===== config.mk =====
export PLATFORM = sky130hd
export DESIGN_NAME = mmio_uart_bridge_flat
export DESIGN_NICKNAME = d
export VERILOG_FILES = /design/src/rtl/mmio_uart_bridge_if.sv /design/src/rtl/mmio_uart_bridge.sv /design/src/flat_wrapper.sv
export SDC_FILE = /design/constraint.sdc
export NUM_CORES = 1
export LEC_CHECK = 0
export CAP_MARGIN = 10
export CORE_MARGIN = 5
export CORE_UTILIZATION = 50
export DETAILED_ROUTE_END_ITERATION = 10
export PLACE_DENSITY_LB_ADDON = 0.1
export SETUP_SLACK_MARGIN = 0.4
export SYNTH_ARGS = -nofsm -noshare
export SYNTH_HDL_FRONTEND = slang
export SYNTH_SLANG_ARGS = --single-unit

===== constraint.sdc =====
create_clock -name clk -period 8.7 [get_ports clk]
set_clock_uncertainty 0.1 [all_clocks]
set_input_delay 2.61 -clock clk [delete_from_list [all_inputs] [get_ports clk]]
set_output_delay 2.61 -clock clk [all_outputs]
set_load 0.01 [all_outputs]

===== src/rtl/mmio_uart_bridge_if.sv =====
`default_nettype none
// ---------------------------------------------------------------------------
// mmio_uart_bridge_if : byte-stream rx/tx handshakes plus FPro MMIO bus   rev 1.0
// ---------------------------------------------------------------------------
interface mmio_uart_bridge_if;
    logic [7:0]  rx_data;
    logic        rx_valid;
    logic        rx_ready;
    logic [7:0]  tx_data;
    logic        tx_valid;
    logic        tx_ready;
    logic        mmio_cs;
    logic        mmio_wr;
    logic        mmio_rd;
    logic [20:0] mmio_addr;
    logic [31:0] mmio_wr_data;
    logic [31:0] mmio_rd_data;

    // Bridge side: consumes rx bytes, produces tx bytes, masters the MMIO bus.
    modport master (
        input  rx_data, rx_valid,
        output rx_ready,
        output tx_data, tx_valid,
        input  tx_ready,
        output mmio_cs, mmio_wr, mmio_rd, mmio_addr, mmio_wr_data,
        input  mmio_rd_data
    );

    modport slave (
        output rx_data, rx_valid,
        input  rx_ready,
        input  tx_data, tx_valid,
        output tx_ready,
        input  mmio_cs, mmio_wr, mmio_rd, mmio_addr, mmio_wr_data,
        output mmio_rd_data
    );
endinterface
`default_nettype wire


===== src/rtl/mmio_uart_bridge.sv =====
`default_nettype none
// ---------------------------------------------------------------------------
// mmio_uart_bridge : host byte-command parser driving one FPro MMIO cycle   rev 1.0
// ---------------------------------------------------------------------------
module mmio_uart_bridge #(
    parameter int TIMEOUT = 100_000_000
) (
    input  logic                       clk,
    input  logic                       reset,
    mmio_uart_bridge_if.master         bus,
    output logic                       busy
);

    typedef enum logic [2:0] {
        S_IDLE = 3'd0,
        S_ADDR = 3'd1,
        S_DATA = 3'd2,
        S_BUS  = 3'd3,
        S_RESP = 3'd4
    } state_t;

    localparam int           TW     = (TIMEOUT > 0) ? $clog2(TIMEOUT + 1) : 1;
    localparam bit           TO_EN  = (TIMEOUT > 0);
    localparam logic [TW-1:0] TMAX  = (TIMEOUT > 0) ? TW'(TIMEOUT - 1) : '0;
    localparam logic [7:0]   OP_WR  = 8'h57;
    localparam logic [7:0]   OP_RD  = 8'h52;
    localparam logic [7:0]   RSP_OK = 8'h4B;
    localparam logic [7:0]   RSP_ER = 8'h3F;

    state_t          state_q;
    logic [1:0]      cnt_q;
    logic [1:0]      last_q;
    logic [TW-1:0]   timer_q;
    logic            is_wr_q;
    logic [31:0]     resp_q;
    logic            tx_valid_q;
    logic            cs_q;
    logic            wr_q;
    logic            rd_q;
    logic [20:0]     addr_q;
    logic [31:0]     wdata_q;

    logic            w_rx_ready;
    logic            w_rx_acc;
    logic            w_tx_xfer;

    assign w_rx_ready = (state_q == S_IDLE) || (state_q == S_ADDR) || (state_q == S_DATA);
    assign w_rx_acc   = bus.rx_valid & w_rx_ready;
    assign w_tx_xfer  = tx_valid_q & bus.tx_ready;

    always_ff @(posedge clk or posedge reset) begin
        if (reset) begin
            state_q    <= S_IDLE;
            cnt_q      <= 2'd0;
            last_q     <= 2'd0;
            timer_q    <= '0;
            is_wr_q    <= 1'b0;
            resp_q     <= 32'h0;
            tx_valid_q <= 1'b0;
            cs_q       <= 1'b0;
            wr_q       <= 1'b0;
            rd_q       <= 1'b0;
            addr_q     <= 21'h0;
            wdata_q    <= 32'h0;
        end else begin
            // Strobes are high only for the single cycle spent in S_BUS.
            cs_q <= 1'b0;
            wr_q <= 1'b0;
            rd_q <= 1'b0;
            case (state_q)
                S_IDLE: begin
                    cnt_q   <= 2'd0;
                    timer_q <= '0;
                    if (w_rx_acc) begin
                        if (bus.rx_data == OP_WR || bus.rx_data == OP_RD) begin
                            is_wr_q <= (bus.rx_data == OP_WR);
                            state_q <= S_ADDR;
                        end else begin
                            resp_q     <= {RSP_ER, 24'h0};
                            last_q     <= 2'd0;
                            tx_valid_q <= 1'b1;
                            state_q    <= S_RESP;
                        end
                    end
                end
                S_ADDR: begin
                    if (w_rx_acc) begin
                        // Shifting 24 bits through a 21-bit register drops the top 3 address bits.
                        addr_q  <= {addr_q[12:0], bus.rx_data};
                        timer_q <= '0;
                        if (cnt_q == 2'd2) begin
                            cnt_q <= 2'd0;
                            if (is_wr_q) begin
                                state_q <= S_DATA;
                            end else begin
                                state_q <= S_BUS;
                                cs_q    <= 1'b1;
                                rd_q    <= 1'b1;
                            end
                        end else begin
                            cnt_q <= cnt_q + 2'd1;
                        end
                    end else if (TO_EN && timer_q == TMAX) begin
                        state_q <= S_IDLE;
                        cnt_q   <= 2'd0;
                        timer_q <= '0;
                    end else begin
                        timer_q <= timer_q + 1'b1;
                    end
                end
                S_DATA: begin
                    if (w_rx_acc) begin
                        wdata_q <= {wdata_q[23:0], bus.rx_data};
                        timer_q <= '0;
                        if (cnt_q == 2'd3) begin
                            cnt_q   <= 2'd0;
                            state_q <= S_BUS;
                            cs_q    <= 1'b1;
                            wr_q    <= 1'b1;
                        end else begin
                            cnt_q <= cnt_q + 2'd1;
                        end
                    end else if (TO_EN && timer_q == TMAX) begin
                        state_q <= S_IDLE;
                        cnt_q   <= 2'd0;
                        timer_q <= '0;
                    end else begin
                        timer_q <= timer_q + 1'b1;
                    end
                end
                S_BUS: begin
                    resp_q     <= is_wr_q ? {RSP_OK, 24'h0} : bus.mmio_rd_data;
                    last_q     <= is_wr_q ? 2'd0 : 2'd3;
                    tx_valid_q <= 1'b1;
                    cnt_q      <= 2'd0;
                    state_q    <= S_RESP;
                end
                S_RESP: begin
                    if (w_tx_xfer) begin
                        if (cnt_q == last_q) begin
                            tx_valid_q <= 1'b0;
                            cnt_q      <= 2'd0;
                            state_q    <= S_IDLE;
                        end else begin
                            resp_q <= {resp_q[23:0], 8'h00};
                            cnt_q  <= cnt_q + 2'd1;
                        end
                    end
                end
                default: begin
                    state_q <= S_IDLE;
                end
            endcase
        end
    end

    assign bus.rx_ready     = w_rx_ready;
    assign bus.tx_data      = resp_q[31:24];
    assign bus.tx_valid     = tx_valid_q;
    assign bus.mmio_cs      = cs_q;
    assign bus.mmio_wr      = wr_q;
    assign bus.mmio_rd      = rd_q;
    assign bus.mmio_addr    = addr_q;
    assign bus.mmio_wr_data = wdata_q;
    assign busy             = (state_q != S_IDLE);

endmodule
`default_nettype wire


===== src/flat_wrapper.sv =====
// flat-port wrapper written by rule: the top's interface ports become plain ports
module mmio_uart_bridge_flat 
#(
    parameter int TIMEOUT = 100_000_000
)
  (clk, reset, busy, bus_rx_data, bus_rx_valid, bus_rx_ready, bus_tx_data, bus_tx_valid, bus_tx_ready, bus_mmio_cs, bus_mmio_wr, bus_mmio_rd, bus_mmio_addr, bus_mmio_wr_data, bus_mmio_rd_data);
  mmio_uart_bridge_if bus_i ();
  input  logic clk;
  input  logic reset;
  output logic busy;
  input wire logic [$bits(bus_i.rx_data)-1:0] bus_rx_data;
  input wire logic [$bits(bus_i.rx_valid)-1:0] bus_rx_valid;
  output wire logic [$bits(bus_i.rx_ready)-1:0] bus_rx_ready;
  output wire logic [$bits(bus_i.tx_data)-1:0] bus_tx_data;
  output wire logic [$bits(bus_i.tx_valid)-1:0] bus_tx_valid;
  input wire logic [$bits(bus_i.tx_ready)-1:0] bus_tx_ready;
  output wire logic [$bits(bus_i.mmio_cs)-1:0] bus_mmio_cs;
  output wire logic [$bits(bus_i.mmio_wr)-1:0] bus_mmio_wr;
  output wire logic [$bits(bus_i.mmio_rd)-1:0] bus_mmio_rd;
  output wire logic [$bits(bus_i.mmio_addr)-1:0] bus_mmio_addr;
  output wire logic [$bits(bus_i.mmio_wr_data)-1:0] bus_mmio_wr_data;
  input wire logic [$bits(bus_i.mmio_rd_data)-1:0] bus_mmio_rd_data;
  assign bus_i.rx_data = bus_rx_data;
  assign bus_i.rx_valid = bus_rx_valid;
  assign bus_rx_ready = bus_i.rx_ready;
  assign bus_tx_data = bus_i.tx_data;
  assign bus_tx_valid = bus_i.tx_valid;
  assign bus_i.tx_ready = bus_tx_ready;
  assign bus_mmio_cs = bus_i.mmio_cs;
  assign bus_mmio_wr = bus_i.mmio_wr;
  assign bus_mmio_rd = bus_i.mmio_rd;
  assign bus_mmio_addr = bus_i.mmio_addr;
  assign bus_mmio_wr_data = bus_i.mmio_wr_data;
  assign bus_i.mmio_rd_data = bus_mmio_rd_data;
  mmio_uart_bridge #(.TIMEOUT(TIMEOUT)) u_core (.clk(clk), .reset(reset), .bus(bus_i), .busy(busy));
endmodule

==> run summary <==
Static timing analysis puts the maximum clock frequency at 195 MHz. The via total after detailed routing came out at 4401. The logs give 2570 um2 for the combined area of the multi-input logic cells and 4561 for the number of global-route vias before repair. The synthesized area divided by synthesized cell count was 11.0 um2; the cell leakage power was 3.39 nW. Compared with the post-synthesis result, the final layout area differs by 29.4%.

The number of pins exceeding their max-slew limit in the final report was 0. In the final layout, flip-flops and latches occupy 3080 um2. The tool flagged a number of max-cap violations equal to 0.

The maximum number of pins on one net before global-route repair came out at 76. The total wirelength of the detailed-routed design is 13.9 mm. Once detail routing completed, the nets flagged for antenna violations numbered 0. The filler cells instantiated in the layout total 891. During synthesis, Yosys emitted a total of 0 warnings.

The run gives 23.4 mm as the wire length of the first global-routing pass. Counting tap cells, the placed design contains a total of 760 instances. For the worst setup path, the data required time is 5990 ps. Most frequent standard cell in the layout excluding fill and tap cells: dfrtp_1.

Yosys mapped a number of flops with a built-in enable equal to 0. In this run, synthesis produced a sequential element count of 123. The detailed-route DRC error count was 0. The worst register-to-register path begins at u_core.state_q[1]. The biggest fanout along the worst timing path was 17.

The origin of the worst min-delay path is u_core.resp_q[28]. For the detailed-router iteration count before antenna repair, the log shows 6. Before CTS, the worst setup slack after placement is 3560 ps. Capture endpoint of the worst hold path: u_core.resp_q[28]. Measured along the y axis, the die boundary spans 119 um. Setup repair after global routing left no endpoint under its margin. The fraction of synthesis flops using an asynchronous set or reset pin came out at 100%.

The initialized floorplan defines 39 standard-cell rows. In this run, the combinational gates consume 20.9% of the power. The setup slack of the most critical reg-to-reg path was 5900 ps; the total of hold buffers inserted after clock tree synthesis was 0.

The total overflow left after global routing is 0. Maximum buffer depth of the clock tree: 2. Setup slack on the critical path of the routed design comes to 3560 ps.

The maximum level of the CTS H-tree is 4. The number of nets produced by synthesis is 588. The net switching share of the total power came out at 27.1%.

The sequential share of power is 38.6%, and the share of cells above drive strength 1 is 17.1%. The mapped netlist covers 5910 um2. The worst setup path is of the reg -> out kind. For this run, the number of standard cells in the final layout without fillers is 791.

After technology mapping, the gate count stands at 539. Setup violations remaining at the end of the flow were counted as 0. The tools report the core box area as 11500 um2. The clock net in this run drives a total of 123 sinks. The standard cell area after detailed placement came out at 7030 um2. STA puts the critical path data arrival time at 2430 ps.

The reg-to-reg critical path endpoint is u_core.resp_q[26]. Worst min-delay path class: reg -> reg. The most used flip-flop cell after synthesis is dfrtp_1. At the end of the flow, the number of nets in the layout was 685. The buffers plus inverters on the worst setup path was 2. In this run, the number of DRC markers left after iteration 0 of detailed routing was 313. Sequential cells were found to cover 52.1% of the synthesized design area. In this run, the clock network consumes 40.5% of the power.

The top cell types in the final layout, fill and taps aside, are dfrtp_1, clkdlybuf4s50_1, mux2_2. Summing all non-filler instances in the final layout gives an area of 7640 um2. The x dimension of the die is 119 um, and the post-CTS resize count is 0. The tools report the number of antenna violations at the first check in global routing as 0.

Total die area: 14100 um2. Of the available clock period, the critical path in the final layout requires 59.0%. The internal power of the cells totals 1.33 mW. The run gives 17 as the total CTS buffers.

Walking the worst path, the cells encountered are a21o_1, inv_1, clkdlybuf4s50_1. For the worst-skew pair, the clock arrives at the later sink with an insertion delay of 420 ps. The average wire length per cell after detail routing was 17.6 um; the count of buffers inserted at the top-level ports was 110. TritonCTS built the clock tree. The largest individual stage delay along the critical path comes from the cell dfrtp_1. The register clock-pin slew on the reported worst setup and hold paths was 50 ps. The repair_antennas step left the layout with diodes totalling 0.

The worst voltage drop across the vdd grid came out at 0.130 mV. The shortest clock period the worst path allows after layout works out to 5140 ps. The final weighted congestion in routability-driven placement is 0.930, and the worst slew margin relative to its limit is 29.9%. Once the floorplan was initialized, standard cells occupied 51.3% of the core.

Clock tree synthesis selected as its root buffer the cell clkbuf_16. Kind of end point of the critical path: an output pin. Dividing the detail-routed via count by the number of cells gives 5.56. Across every metal layer, demand over resource in global routing totals 20.7%.

The power density of the placed cells is 239 nW/um2, and the number of hold violations in the final report is 0. For this run, the slowest stage of the critical path takes 650 ps. The netlist uses 58 different library cells. The HPWL reported at the end of detailed placement is 9.35 mm. The transition at the pin with the smallest max-transition slack is 1050 ps.

For the net switching power, the log shows 0.495 mW. The run finished with clean final reports. The run gives 0 as the setup fix buffers added after clock tree synthesis. STA classifies the critical path startpoint as a flop. The count of cells along the worst register-to-register path was 5.

Summing internal, switching and leakage power gives 1.83 mW. The cell depth of the worst min-delay path was 1; the accumulated negative setup slack was 0 ps. The top-level port count is 111. Critical path's top delay family: buffers and inverters.
==> state kept, by name, summed over array words and instances, names as in the netlist <==
register and flops:
u_core.bus.tx_valid 1, u_core.last_q 1, u_core.resp_q 32, u_core.timer_q 27, u_core.cnt_q 2, u_core.bus.mmio_wr_data 32
u_core.bus.mmio_addr 21, u_core.is_wr_q 1, u_core.state_q 3, u_core.bus.mmio_rd 1, u_core.bus.mmio_wr 1, u_core.bus.mmio_cs 1
==> cell usage after synthesis, drive strengths merged, types with 13 or more instances <==
cell | instances | area (um2)
dfrtp | 123 | 3080
mux2 | 54 | 608
nand2 | 46 | 173
nor2 | 42 | 178
a21oi | 30 | 150
buf | 23 | 155
nand2b | 22 | 138
a2bb2oi | 19 | 173
o21ai | 16 | 80.1
clkbuf | 14 | 52.6
inv | 14 | 52.6
nand3 | 14 | 70.1
a22o | 13 | 114
==> routing by layer <==
layer / vias up / GRT usage, % / wire (um)
li1: 2105 / - / -
met1: 2132 / 27.8 / 6340
met2: 147 / 29.7 / 6150
met3: 17 / 9.69 / 1230
met4: 0 / 6.44 / 160
met5: - / 0 / 0
==> kinds of logic (layout without fill, tap and decap cells) <==
group           count (synthesis)  in the layout  synth area share [%]
flops                         123            123                  52.1
buf+inv                        52            161                  4.47
simple gates                  175            175                  16.2
fa+ha+maj                       5              5                  1.06
mux                            54             54                  10.3
xor+xnor                       18             18                  2.67
compound gates                112            112                  13.2
==> per-stage QoR <==
step,hold WS [ps],util (%)
5_1_grt,411,66.4
4_1_cts,381,66.4
3_3_place_gp,361,61.0
2_1_floorplan,351,-
6_report,376,66.4
3_5_place_dp,369,61.0
==> how the worst max path moves through the flow <==
stage,from,to,slack (ps),cells past startpoint
2_1_floorplan,reset,u_core.bus.mmio_addr[0],2720,1
3_3_place_gp,bus_rx_data[5],u_core.resp_q[4],3590,7
5_1_grt,u_core.state_q[1],bus_rx_ready,3430,3
4_1_cts,u_core.state_q[1],bus_rx_ready,3570,3
6_report,u_core.state_q[1],bus_rx_ready,3560,3
3_5_place_dp,bus_rx_data[3],u_core.resp_q[5],3560,7
==> power by group through the flow <==
stage                     registers, mW  clock network [mW]  logic, mW
final                             0.704               0.740      0.382
after global routing              0.711               0.778      0.426
after CTS                         0.704               0.753      0.387
after detailed placement          0.713                   0      0.383
after global placement            0.711                   0      0.375
after floorplan                   0.689                   0      0.287
==> area by class of cell <==
class | instances | area share (%)
clock buffer | 24 | 6.30
clock inverter | 7 | 1.80
inverter | 15 | 0.769
multi-input combinational | 364 | 33.6
sequential | 123 | 40.3
tap | 143 | 2.34
timing repair buffer | 115 | 14.9
==> worst reg2reg max path: stages, from the launching register on <==
cell	delay [ps]
dfrtp_1	650
nand3b_1	670
nor2_1	900
nand2_1	140
a21oi_1	190
a21o_1	100
No activity file was read; power rests on OpenSTA's default activity.
